<file path="src/rtl/branch_predictor.sv">
// Tagged, direct-mapped branch direction predictor built from 2-bit saturating counters.
// It also keeps running counts of resolved branches and mispredictions.
module branch_predictor #(
    parameter int ENTRIES = 16,
    parameter int IDX_W   = $clog2(ENTRIES),
    parameter int CNT_W   = 32
) (
    input  logic             clk_i,
    input  logic             rst_ni,
    input  logic [31:0]      pc_i,
    output logic             predict_taken_o,
    output logic             predict_hit_o,
    input  logic             update_valid_i,
    input  logic [31:0]      update_pc_i,
    input  logic             update_taken_i,
    input  logic             update_predicted_i,
    input  logic             clear_i,
    output logic [CNT_W-1:0] branch_count_o,
    output logic [CNT_W-1:0] mispredict_count_o
);
    localparam int TAG_W = 32 - IDX_W - 2;

    logic             valid_q [ENTRIES];
    logic [TAG_W-1:0] tag_q   [ENTRIES];
    logic [1:0]       ctr_q   [ENTRIES];

    logic [IDX_W-1:0] lk_idx;
    logic [TAG_W-1:0] lk_tag;
    logic [IDX_W-1:0] up_idx;
    logic [TAG_W-1:0] up_tag;
    logic             up_hit;
    logic [CNT_W-1:0] branch_count_q;
    logic [CNT_W-1:0] mispredict_count_q;

    // The byte-offset bits of both PCs never select anything.
    logic unused_pc_bits;
    assign unused_pc_bits = ^{pc_i[1:0], update_pc_i[1:0]};

    function automatic logic [1:0] sat_step(input logic [1:0] ctr, input logic taken);
        if (taken) begin
            return (ctr == 2'b11) ? 2'b11 : ctr + 2'b01;
        end
        return (ctr == 2'b00) ? 2'b00 : ctr - 2'b01;
    endfunction

    assign lk_idx = pc_i[IDX_W+1:2];
    assign lk_tag = pc_i[31:IDX_W+2];
    assign up_idx = update_pc_i[IDX_W+1:2];
    assign up_tag = update_pc_i[31:IDX_W+2];
    assign up_hit = valid_q[up_idx] && (tag_q[up_idx] == up_tag);

    // Lookup reads the registered table only, so a same-cycle update shows up one cycle later.
    assign predict_hit_o   = valid_q[lk_idx] && (tag_q[lk_idx] == lk_tag);
    assign predict_taken_o = predict_hit_o && ctr_q[lk_idx][1];

    always_ff @(posedge clk_i or negedge rst_ni) begin
        if (!rst_ni) begin
            for (int i = 0; i < ENTRIES; i++) begin
                valid_q[i] <= 1'b0;
                ctr_q[i]   <= 2'b01;
            end
        end else if (clear_i) begin
            for (int i = 0; i < ENTRIES; i++) begin
                valid_q[i] <= 1'b0;
                ctr_q[i]   <= 2'b01;
            end
        end else if (update_valid_i) begin
            valid_q[up_idx] <= 1'b1;
            // A miss allocates at the weak state that matches the observed outcome.
            ctr_q[up_idx]   <= up_hit ? sat_step(ctr_q[up_idx], update_taken_i)
                                      : {update_taken_i, ~update_taken_i};
        end
    end

    // Tags are qualified by the valid bits and need no reset.
    always_ff @(posedge clk_i) begin
        if (update_valid_i && !clear_i) begin
            tag_q[up_idx] <= up_tag;
        end
    end

    // The statistics still count an update that a concurrent clear drops from the table.
    always_ff @(posedge clk_i or negedge rst_ni) begin
        if (!rst_ni) begin
            branch_count_q     <= '0;
            mispredict_count_q <= '0;
        end else if (update_valid_i) begin
            branch_count_q <= branch_count_q + CNT_W'(1);
            if (update_taken_i != update_predicted_i) begin
                mispredict_count_q <= mispredict_count_q + CNT_W'(1);
            end
        end
    end

    assign branch_count_o     = branch_count_q;
    assign mispredict_count_o = mispredict_count_q;
endmodule

</file>
<file path="config.mk">
export PLATFORM = sky130hd
export DESIGN_NAME = branch_predictor
export DESIGN_NICKNAME = d
export VERILOG_FILES = /design/src/rtl/branch_predictor.sv
export SDC_FILE = /design/constraint.sdc
export NUM_CORES = 1
export LEC_CHECK = 0
export CAP_MARGIN = 20
export CORE_UTILIZATION = 55
export CTS_CLUSTER_DIAMETER = 50
export CTS_CLUSTER_SIZE = 12
export DETAILED_ROUTE_END_ITERATION = 12
export PLACE_DENSITY_LB_ADDON = 0.3
export SYNTH_ARGS = -nofsm -noshare
export SYNTH_HDL_FRONTEND = slang
export SYNTH_SLANG_ARGS = --single-unit
</file>
<file path="constraint.sdc">
create_clock -name clk_i -period 3 [get_ports clk_i]
set_input_delay 0.3 -clock clk_i [delete_from_list [all_inputs] [get_ports clk_i]]
set_output_delay 0.3 -clock clk_i [all_outputs]
set_load 0.005 [all_outputs]
</file>
; After elaboration in Yosys (flattened, before gate mapping)
; Memories as Yosys holds them, arrays and structs flattened.
; Cells that the tools add are included.
[classes]
bitwise_logic = 4
mux = 33
order_cmp = 3
eq_ne = 4
n_reduce_logical = 9
n_addsub = 4
[ops]
columns = operator, n
row1 = $add 32x1->32 const B, 2
row2 = $mux 32, 2
row3 = $eq 26x26->1, 2
row4 = $bwmux 32, 1
row5 = $mux 16, 2
row6 = $mux 2, 12
row7 = $bmux 2 s4, 2
row8 = $or 16x16->16, 1
row9 = $ge 5x5->1 const B, 2
row10 = $mux 1, 10
row11 = $not 4->5, 2
row12 = $bmux 1 s4, 2
row13 = $demux 2 s4, 1
row14 = $logic_and 1x1->1, 5
row15 = $lt 5x1->1 const B, 1
row16 = $demux 1 s4, 1
row17 = $add 2x1->2 const B, 1
row18 = $eq 2x2->1 const B, 1
row19 = $logic_not 2->1, 1
row20 = $reduce_and 2->1, 1
row21 = $reduce_bool 2->1, 1
row22 = $sub 2x1->2 const B, 1
row23 = $logic_not 1->1, 1
row24 = $ne 1x1->1, 1
row25 = $not 1->1, 1
[word_totals]
n_memories = 1
out_inout_bits = 66
ram_bits = 416
word_cells = 92
regBits = 112
input_bits = 70
[memory_table]
columns = memory, depth, width, read_ports, rd_clocked_by_memory_dff, write_ports, line
row1 = tag_q, 16, 26, 2, 0, 1, 24  ; logic [TAG_W-1:0] tag_q [ENTRIES];

; Depth between registers and ports, before layout
[depth]
depth_word = 14
mapped_depth = 14

; Worst setup path after synthesis
; OpenSTA, ideal clock, no wires.
[synth_timing]
path_type = in2out
from = in pc_i[2]
to = out predict_taken_o
path_stages = 10
setup_slack_ns = -0.379
t_arrival_ns = 3.079
n_path_buf = 3
path_cell_list = clkbuf_1 > buf_2 > buf_1 > mux4_2 > mux4_2 > xor2_1 > nor4_1 > nand3_1 > nor4_1 > and2_1
[synth_between]
elab_chain_cells = 6
[synth_lines]
columns = element, line
row1 = "start, declared", 10  ; input logic [31:0] pc_i,
row2 = "parallel branches: the longest is 4 deep, another holds $mem_v2 16x26", -
row3 = $logic_and 1x1->1 (*), 53  ; assign predict_hit_o = valid_q[lk_idx] && (tag_q[lk_idx] == lk_tag);
row4 = via predict_hit_o, 12  ; output logic predict_hit_o,
row5 = $logic_and 1x1->1 (*), 54  ; assign predict_taken_o = predict_hit_o && ctr_q[lk_idx][1];
row6 = "end, declared", 11  ; output logic predict_taken_o,
; Mark *: on every way through the listed nets, which the timed path passes. The select of a mux whose other input is x is not followed.

==> impl_metrics.ini <==
[status]
status = complete, but fails checks
violations = setup timing

[sta]
finalClockSkew_ns = 0.0277
hold_violations = 0
setup_viol = 34
timing.final.ws_setup_ns = -0.733
final.min_clock_period_ns = 3.73
finalCritPeriodShare_pct = 124
tightest_slew_ns = 0.872
rsz0062_at_grt = true
clock.fmax_ghz = 0.268
maxSlewViolCount = 0
maxSlewHeadroom_pct = 41.9
fin_hold_ws_ns = 0.135

[global_route]
grt-ovfl-total = 0
grt.total_usage_pct = 30.2
grt_pass1_wl_um = 104000
antenna_found_initial = 0
grt_max_degree = 69
grt_pass1_vias = 16700

[synthesis]
synth_edf_count = 416
synth.avg_cell_area_um2 = 17.2
ys_warn_count = 0
netlist_area_um2 = 25300
synth_nets = 1541
yosys_most_used_dff = edfxtp_1
ys_ff_latch = 528
postSynthCellCount = 1469
ys_types = 60
yosysSeqAreaShare_pct = 60.5
async_reset_ff_share_pct = 21.2

[detailed_routing]
drt-total-wl_um = 69100
detailedRoute.firstPassIterationCount = 7
num_vias = 16200
wl_per_cell_um = 27.8
drtIter0Drc = 1697
drc = 0
via_per_inst = 6.52
ant_nets = 0

[critical_path]
cp-start-kind = flop
crit_start = tag_q[3][21]$_DFFE_PP_
worstSetupPathType = flop to output pin
crit_arrival_ns = 3.43
r2r_start = tag_q[13][15]$_DFFE_PP_
path_max_fanout = 2
crit_required_ns = 2.70
crit_path_end_kind = output pin

[power]
vdd_drop_max_mv = 0.461
power_uw = 16700
p_leak_uw = 0.0112
power_density_nw_per_um2 = 532

[placement]
port_buffers = 131
dp.final_hpwl_um = 45600
preCtsSetupSlack_ns = -1.17
gp_congestion = 0.929

[clock_tree]
numCtsBuffers = 55
cts_sinks = 528
htreeDepth = 2
worstSkewPairLatency_ns = 0.62
clk_pin_slew_worst_paths_ns = 0.06
clockBufferDepth = 3
cts_tree = built
root_buffer = clkbuf_16

[cells_and_area]
nets = 1922
syn2layout_area_growth_pct = 24.5
drive_gt1_share_pct = 37.1

[floorplanning]
core_um2 = 45400
io_pins = 136
rows = 78
die_y_um = 216
start_util_pct = 55.7
die_area_um2 = 46800
die_x_um = 216

[worst_hold_path]
min_path_type = input pin to flop
min-delay-start = clear_i

[job]
maxCapViolCount = 0
-- sequential cells by signal, summed over array words and instances (netlist names) --
register,count
branch_count_o,32
valid_q,16
tag_q,416
mispredict_count_o,32
ctr_q,32
-- cells by family after synthesis --
family	synth area share (%)
DFF	60.5
muxes	24.1
and+or+nand+nor	4.64
AOI/OAI and AO/OA	3.79
xor gates and xnor gates	4.22
buffers and inverters	2.55
adders and majority gates	0.0989
-- layout make-up --
| class | instances | area (um2) |
|---|---|---|
| Sequential cell | 528 | 15300 |
| Fill cell | 2971 | 13900 |
| Multi-Input combinational cell | 820 | 9690 |
| Timing Repair Buffer | 411 | 3910 |
| Clock buffer | 72 | 1520 |
| Tap cell | 600 | 751 |
| Clock inverter | 16 | 160 |
| Inverter | 34 | 128 |
| Antenna cell | 1 | 2.50 |
-- routing by layer --
metal,GRT usage (%),vias to the layer above,share of wire [%]
met4,11.0,0,3.8
met3,5.39,164,8.8
met2,49.1,876,49
met5,0,-,0
met1,41.2,8405,38
li1,-,6730,-
-- critical path: stages (launching register included) --
cell and delay (ns):
edfxtp_1 0.39, mux4_2 0.49, mux4_2 0.49, xnor2_2 0.15, buf_4 0.16, nand4_1 0.18, nor2_2 0.21, nand3_4 0.11
nor4_4 0.24, buf_4 0.18, and2_4 0.13, buf_6 0.08
-- where the power goes --
group / internal [uW] / total [uW] / switching, uW
sequential: 8080 / 8230 / 147
combinational: 1040 / 2010 / 975
clock: 3720 / 6490 / 2780
total: 12800 / 16700 / 3900
-- through the flow --
stage	instances	area (um2)	setup TNS (ns)	utilization [%]
after floorplan	1469	25300	-0.155	-
after global placement	2380	29500	-19.96	64.9
after detailed placement	2380	29500	-22.15	64.9
after CTS	2477	31400	-11.64	69.2
after global routing	2481	31500	-15.22	69.4
final	2482	31500	-11.61	69.4
-- placed cells by master, fill, tap and decap left out, types with 5 or more instances in the layout --
master,instances
nand2_1,54
edfxtp_1,416
clkbuf_1,12
o22ai_1,6
nand4_1,28
xnor2_1,77
clkinv_2,5
inv_1,32
a22oi_1,8
a21oi_1,38
clkbuf_16,58
o21ai_2,29
buf_4,239
a22o_1,9
and2_1,6
and4_1,6
nor2b_1,16
dfstp_2,16
buf_12,40
mux4_2,228
a221oi_1,9
xor2_1,41
and3_1,7
mux2i_1,78
mux2_2,17
nor2_4,16
nand2b_1,7
nand3_1,41
dfrtp_1,96
clkdlybuf4s50_1,119
buf_6,9
nor2_1,33
-- synth_stat cells, drive strengths merged, types with 7 or more instances --
master,number,area [um2]
and2,8,50.1
nand4,28,175
o21ai,36,218
nor2,50,188
and3,7,43.8
inv,33,124
mux2i,78,781
dfstp,16,420
dfrtp,96,2400
xnor2,79,692
a22o,9,78.8
buf,49,374
nand2b,7,43.8
edfxtp,416,12500
clkbuf,38,143
nor2b,16,100
a221oi,9,78.8
nand2,54,203
xor2,43,377
a22oi,9,67.6
mux2,17,191
nand3,42,210
mux4,228,5130
a21oi,38,190
-- final timing paths --
path                                                   to  depth (start not counted)  slack, ns
max reg2reg                         ctr_q[28]$_DFFE_PN1P_                         12      -0.34
min                                 ctr_q[14]$_DFFE_PN1P_                          3       0.13
min in group asynchronous  branch_count_o[14]$_DFFE_PN0P_                          2       0.33
max                                       predict_taken_o                         11      -0.73
min reg2reg                branch_count_o[31]$_DFFE_PN0P_                          1       0.49
max in group asynchronous           ctr_q[18]$_DFFE_PN1P_                          3       1.77
-- timing repair --
item,in CTS,in global routing
hold buffers,1,0
hold endpoints to repair,53,0
setup endpoints to repair,34,34
setup buffers,7,6
gates cloned,1,0
resized for setup,61,13
pin swaps,10,7
No activity file was read; power rests on OpenSTA's default activity.
